<file path="src/rtl/btn_pkg.sv">
// Shared definitions for the pushbutton scanner: per-channel state encoding
// and the counter-width helper used by every channel.
package btn_pkg;

  localparam logic [2:0] IDLE        = 3'd0;
  localparam logic [2:0] DEB_PRESS   = 3'd1;
  localparam logic [2:0] PRESSED     = 3'd2;
  localparam logic [2:0] LONG_HELD   = 3'd3;
  localparam logic [2:0] DEB_RELEASE = 3'd4;

  typedef enum logic [2:0] {
    ST_IDLE        = IDLE,
    ST_DEB_PRESS   = DEB_PRESS,
    ST_PRESSED     = PRESSED,
    ST_LONG_HELD   = LONG_HELD,
    ST_DEB_RELEASE = DEB_RELEASE
  } btn_state_e;

  // One counter serves both the debounce and the long-hold phases.
  function automatic int cnt_w(input int deb_ticks, input int long_ticks);
    int m;
    m = (deb_ticks > long_ticks) ? deb_ticks : long_ticks;
    return $clog2(m + 1);
  endfunction

endpackage

</file>
<file path="src/rtl/btn_channel.sv">
// One pushbutton: two-flop synchronizer, debounce/long-hold FSM and
// registered level, press, release and long-press outputs.
module btn_channel import btn_pkg::*; #(
  parameter int DEBOUNCE_TICKS = 20,
  parameter int LONG_TICKS     = 3000,
  parameter bit ACTIVE_LOW     = 1'b1
) (
  input  logic clk,
  input  logic rst,
  input  logic tick,
  input  logic btn_raw,
  output logic btn_level,
  output logic press_pulse,
  output logic release_pulse,
  output logic long_pulse
);

  localparam int            CW        = cnt_w(DEBOUNCE_TICKS, LONG_TICKS);
  localparam logic [CW-1:0] DEB_LAST  = CW'(DEBOUNCE_TICKS - 1);
  localparam logic [CW-1:0] LONG_LAST = CW'(LONG_TICKS - 1);
  localparam logic          INACTIVE  = ACTIVE_LOW;

  logic          sync1_q, sync1_d;
  logic          sync2_q, sync2_d;
  btn_state_e    state_q, state_d;
  logic [CW-1:0] cnt_q, cnt_d;
  logic          long_flag_q, long_flag_d;
  logic          level_q, level_d;
  logic          press_q, press_d;
  logic          release_q, release_d;
  logic          long_q, long_d;
  logic          p;

  assign p = sync2_q ^ INACTIVE;

  always_ff @(posedge clk) begin
    if (rst) begin
      sync1_q     <= INACTIVE;
      sync2_q     <= INACTIVE;
      state_q     <= ST_IDLE;
      cnt_q       <= '0;
      long_flag_q <= 1'b0;
      level_q     <= 1'b0;
      press_q     <= 1'b0;
      release_q   <= 1'b0;
      long_q      <= 1'b0;
    end else begin
      sync1_q     <= sync1_d;
      sync2_q     <= sync2_d;
      state_q     <= state_d;
      cnt_q       <= cnt_d;
      long_flag_q <= long_flag_d;
      level_q     <= level_d;
      press_q     <= press_d;
      release_q   <= release_d;
      long_q      <= long_d;
    end
  end

  always_comb begin
    sync1_d     = btn_raw;
    sync2_d     = sync1_q;
    state_d     = state_q;
    cnt_d       = cnt_q;
    long_flag_d = long_flag_q;
    level_d     = level_q;
    press_d     = 1'b0;
    release_d   = 1'b0;
    long_d      = 1'b0;
    unique case (state_q)
      ST_IDLE: begin
        if (p) begin
          state_d = ST_DEB_PRESS;
          cnt_d   = '0;
        end
      end
      ST_DEB_PRESS: begin
        if (!p) begin
          state_d = ST_IDLE;
          cnt_d   = '0;
        end else if (tick) begin
          if (cnt_q == DEB_LAST) begin
            state_d = ST_PRESSED;
            cnt_d   = '0;
            press_d = 1'b1;
            level_d = 1'b1;
          end else begin
            cnt_d = cnt_q + CW'(1);
          end
        end
      end
      ST_PRESSED: begin
        if (!p) begin
          state_d = ST_DEB_RELEASE;
          cnt_d   = '0;
        end else if (tick) begin
          if (cnt_q == LONG_LAST) begin
            state_d     = ST_LONG_HELD;
            cnt_d       = '0;
            long_d      = 1'b1;
            long_flag_d = 1'b1;
          end else begin
            cnt_d = cnt_q + CW'(1);
          end
        end
      end
      ST_LONG_HELD: begin
        if (!p) begin
          state_d = ST_DEB_RELEASE;
          cnt_d   = '0;
        end
      end
      ST_DEB_RELEASE: begin
        // A bounce back to pressed restarts the hold time from zero.
        if (p) begin
          state_d = long_flag_q ? ST_LONG_HELD : ST_PRESSED;
          cnt_d   = '0;
        end else if (tick) begin
          if (cnt_q == DEB_LAST) begin
            state_d     = ST_IDLE;
            cnt_d       = '0;
            release_d   = 1'b1;
            level_d     = 1'b0;
            long_flag_d = 1'b0;
          end else begin
            cnt_d = cnt_q + CW'(1);
          end
        end
      end
      default: begin
        state_d = ST_IDLE;
        cnt_d   = '0;
      end
    endcase
  end

  assign btn_level     = level_q;
  assign press_pulse   = press_q;
  assign release_pulse = release_q;
  assign long_pulse    = long_q;

endmodule

</file>
<file path="src/rtl/button_scanner.sv">
// Pushbutton front end: shared slow debounce tick plus one independent
// debounce/classify channel per board button.
module button_scanner #(
  parameter int NUM_BTN        = 4,
  parameter int TICK_DIV       = 50000,
  parameter int DEBOUNCE_TICKS = 20,
  parameter int LONG_TICKS     = 3000,
  parameter bit ACTIVE_LOW     = 1'b1
) (
  input  logic               clk,
  input  logic               rst,
  input  logic [NUM_BTN-1:0] btn_raw,
  output logic [NUM_BTN-1:0] btn_level,
  output logic [NUM_BTN-1:0] press_pulse,
  output logic [NUM_BTN-1:0] release_pulse,
  output logic [NUM_BTN-1:0] long_pulse,
  output logic               tick
);

  localparam int            TW        = (TICK_DIV > 1) ? $clog2(TICK_DIV) : 1;
  localparam logic [TW-1:0] TICK_LAST = TW'(TICK_DIV - 1);

  logic [TW-1:0] tick_cnt_q, tick_cnt_d;
  logic          tick_q, tick_d;

  always_ff @(posedge clk) begin
    if (rst) begin
      tick_cnt_q <= '0;
      tick_q     <= 1'b0;
    end else begin
      tick_cnt_q <= tick_cnt_d;
      tick_q     <= tick_d;
    end
  end

  // tick_q is registered from the next count so it is high exactly while
  // the count sits at TICK_DIV-1.
  always_comb begin
    tick_cnt_d = (tick_cnt_q == TICK_LAST) ? '0 : tick_cnt_q + TW'(1);
    tick_d     = (tick_cnt_d == TICK_LAST);
  end

  assign tick = tick_q;

  for (genvar i = 0; i < NUM_BTN; i++) begin : g_ch
    btn_channel #(
      .DEBOUNCE_TICKS (DEBOUNCE_TICKS),
      .LONG_TICKS     (LONG_TICKS),
      .ACTIVE_LOW     (ACTIVE_LOW)
    ) u_ch (
      .clk           (clk),
      .rst           (rst),
      .tick          (tick_q),
      .btn_raw       (btn_raw[i]),
      .btn_level     (btn_level[i]),
      .press_pulse   (press_pulse[i]),
      .release_pulse (release_pulse[i]),
      .long_pulse    (long_pulse[i])
    );
  end

endmodule

</file>
<file path="config.mk">
export PLATFORM = sky130hd
export DESIGN_NAME = button_scanner
export DESIGN_NICKNAME = d
export VERILOG_FILES = /design/src/rtl/btn_pkg.sv /design/src/rtl/btn_channel.sv /design/src/rtl/button_scanner.sv
export SDC_FILE = /design/constraint.sdc
export NUM_CORES = 1
export LEC_CHECK = 0
export CAP_MARGIN = 20
export CORE_MARGIN = 2
export CORE_UTILIZATION = 35
export DETAILED_ROUTE_END_ITERATION = 16
export PLACE_DENSITY = 0.52
export SETUP_SLACK_MARGIN = 0.4
export SKIP_LAST_GASP = 1
export SYNTH_ARGS = -nofsm -noshare
export SYNTH_HDL_FRONTEND = slang
export SYNTH_SLANG_ARGS = --single-unit
</file>
<file path="constraint.sdc">
create_clock -name clk -period 2.8 [get_ports clk]
set_input_delay 0.56 -clock clk [delete_from_list [all_inputs] [get_ports clk]]
set_output_delay 0.56 -clock clk [all_outputs]
set_load 0.02 [all_outputs]
</file>
==> results_dict.tcl <==
set metrics [dict create \
    status "completed" \
    tightest_slew_ns 0.9221 \
    synth_top_area_share_pct 35.56 \
    syn_nets 768 \
    clkPwrFrac_pct 42.7 \
    setup_viol 0 \
    grt_max_degree 35 \
    instances_no_fill 973 \
    start_kind "flip-flop" \
    ys_seq_elements 105 \
    ir_worst_vdd_mv 0.2825 \
    coreArea_sq_um 16520 \
    yosysMostFrequentCell "dfxtp_1" \
    antennaDiodeCount 0 \
    crit_family "simple AND/OR/NAND/NOR gates" \
    min_delay_path_depth 1 \
    routabilityCongestion 0.8698 \
    syn_inst 757 \
    grt_antenna_before_repair 0 \
    tns_ns 0 \
    worst_clock_skew_ns 0.007311 \
    p_leak_nw 2.136 \
    drive_gt1_share_pct 12.22 \
    wl_per_cell_microns 14.99 \
    start_util_pct 35.77 \
    fin_crit_ns 2.339 \
    min-delay-start "g_ch[2].u_ch.sync1_q" \
    worstRegToRegCells 7 \
    slew_violations 0 \
    whs_ns 0.4212 \
    whs_endpoint "g_ch[2].u_ch.sync2_q" \
    yosysWarnings 0 \
    crit_cells 7 \
    firstDrtPassIters 5 \
    die_area_sq_um 17940 \
    ys_types 71 \
    synthArstFlopShare_pct 0 \
    ant_nets 0 \
    grt_pass1_vias 5138 \
    synth-edff-count 0 \
    grt.total_usage_pct 16.59 \
    cts_max_level 3 \
    cp_max_fo 6 \
    area_growth_pct 12.49 \
    pwr-share-comb_pct 7.8 \
    r2r-start "g_ch[0].u_ch.cnt_q[1]" \
    seq_power_share_pct 49.6 \
    fmaxAchievable_ghz 0.4276 \
    period_share_pct 83.53 \
    ios 23 \
    hp-class "reg -> reg" \
    synth_top_flop_cell "dfxtp_1" \
    place_inst 953 \
    num_vias 5505 \
    port_buffers 22 \
    placed_area_sq_um 6203 \
    clock-sinks 105 \
    grt_pass1_wl_microns 24650 \
    grt_overflow 0 \
    r2r-end "g_ch[0].u_ch.long_flag_q" \
    clock_latency_ns 0.35 \
    ctsRootBufferMaster "clkbuf_16" \
    clockBufferDepth 2 \
    cp-end-kind "flip-flop" \
    ctsHoldBuffers 0 \
    final_cell_area_sq_um 6649 \
    powerDensity_nw_per_um2 473.7 \
    cts_tree "built" \
    relSlewSlack_pct 37.75 \
    path_buf_inv 0 \
    clkTransAtPathRegs_ns 0.07 \
    worstSetupPathType "reg -> reg" \
    crit_slowest_cell "or4_4" \
    drc_errors 0 \
    die_y_microns 134.0 \
    p_sw_uw 757.9 \
    critPathMaxStageDelay_ns 0.60 \
    switching_share_pct 24.07 \
    rsz0062_at_grt "true" \
    ys_seq_area_share_pct 35.56 \
    p_int_mw 2.391 \
    drt-initial-drc-count 315 \
    num_rows 47 \
    drt-total-wl_microns 14590 \
    cp.required_ns 3.09 \
    hold_viol_final 0 \
    viasPerCell 5.658 \
    hpwl_microns 10100 \
    syn_area_per_cell_sq_um 7.808 \
    netlist_area_sq_um 5911 \
    synth_top_area_cell "dfxtp_1" \
    synthTopCellsByArea "dfxtp_1, nor2_1, a21oi_1" \
    cts_buffers 9 \
    maxCapViolCount 0 \
    fin_nets 759 \
    cp_data_arrival_time_ns 2.63 \
    reg2reg_setup_slack_ns 0.46 \
    fp.dieW_microns 134.0 \
    cp_cell_sequence "ha_2 -> nand4bb_1 -> or4_4 -> or2_2 -> a21oi_1 -> mux2_2 -> nor2_1" \
    synth_commonest_cells "dfxtp_1, nor2_1, a21oi_1" \
]
-- cell type report --
cell class | count | area [sq um]
fillers | 1634 | 9876
clock buffers | 9 | 225.2
inverters | 22 | 82.58
multi-input cells | 571 | 3511
flip-flops and latches | 105 | 2115
repair buffers | 39 | 355.3
well taps | 220 | 275.3
clock inverters | 7 | 85.08
-- worst max path at each step --
stage	from	slack, ns	to
2_1_floorplan	g_ch[2].u_ch.cnt_q[0]	0.58	g_ch[2].u_ch.state_q[2]
3_3_place_gp	g_ch[0].u_ch.cnt_q[0]	0.45	g_ch[0].u_ch.long_flag_q
3_5_place_dp	g_ch[2].u_ch.cnt_q[0]	0.36	g_ch[2].u_ch.state_q[2]
4_1_cts	g_ch[2].u_ch.cnt_q[0]	0.38	g_ch[2].u_ch.state_q[2]
5_1_grt	g_ch[0].u_ch.cnt_q[1]	0.38	g_ch[0].u_ch.long_flag_q
6_report	g_ch[0].u_ch.cnt_q[1]	0.46	g_ch[0].u_ch.long_flag_q
-- logic make-up after synthesis --
| kind of cell | count (synthesis) | synth area share (%) |
|---|---|---|
| flip-flops | 105 | 35.56 |
| AND/OR/NAND/NOR | 341 | 30.95 |
| AO/OA/AOI/OAI | 201 | 22.06 |
| adder cells (fa/ha/maj) | 6 | 1.228 |
| multiplexers | 7 | 1.228 |
| buffers and inverters | 81 | 6.604 |
| XOR/XNOR | 16 | 2.371 |
-- power by group through the flow --
stage	Clock, mW	Sequential (mW)	Combinational (mW)
floorplan	0	1.56	0.206
global placement	0	1.59	0.239
detailed placement	0	1.59	0.241
CTS	1.39	1.56	0.242
global route	1.46	1.57	0.275
finish	1.34	1.56	0.245
-- flip-flops by register name (all words and copies together), names as in the netlist --
name and flops:
g_ch.u_ch.state_q 12, g_ch.u_ch.sync1_q 4, g_ch.u_ch.cnt_q 48, g_ch.u_ch.press_pulse 4, tick_cnt_q 16, g_ch.u_ch.long_pulse 4, g_ch.u_ch.long_flag_q 4, tick 1
g_ch.u_ch.sync2_q 4, g_ch.u_ch.release_pulse 4, g_ch.u_ch.btn_level 4
-- per-layer routing --
layer / up-vias / routed length, microns / GRT usage, % / part of all wire (%)
li1: 2743 / - / - / -
met1: 2618 / 6932 / 21.21 / 48
met2: 122 / 6702 / 27.01 / 46
met3: 22 / 624 / 3.741 / 4.3
met4: 0 / 331 / 6.915 / 2.3
met5: - / 0 / 0 / 0
-- timing repair --
item | in CTS | in global routing
setup endpoints to repair | 3 | 30
buffers inserted | 0 | 4
pin swaps | 0 | 1
resized for setup | 3 | 26
hold endpoints to repair | 0 | 0
-- layout by cell type (no fill, tap or decap), drive strengths merged, types with 4 or more instances in the layout --
cell type and count:
and3 10, a21oi 63, a22o 6, a31oi 16, or2 17, nor3b 11
clkbuf 9, ha 5, mux2i 5, buf 18, nand2 48, dfxtp 105
a41oi 5, o22ai 7, nand2b 12, and4 9, nand4 21, clkinv 5
o21ai 40, nor3 28, clkdlybuf4s50 21, a21o 7, or3 11, or3b 4
xor2 8, inv 22, o31ai 5, nor2b 10, nor4 16, xnor2 8
a211oi 6, a22oi 10, o21a 4, nand3 37, and2 5, nor2 86
-- through the flow --
stage          power [mW]  setup WS (ns)  util [%]
5_1_grt             3.299         0.3805     40.24
3_3_place_gp        1.833         0.4471     37.54
3_5_place_dp        1.835         0.3596     37.54
4_1_cts             3.189         0.3782     39.52
6_report            3.149         0.4613     40.24
2_1_floorplan       1.770         0.5800         -
Power figures use the tool's default switching activity.
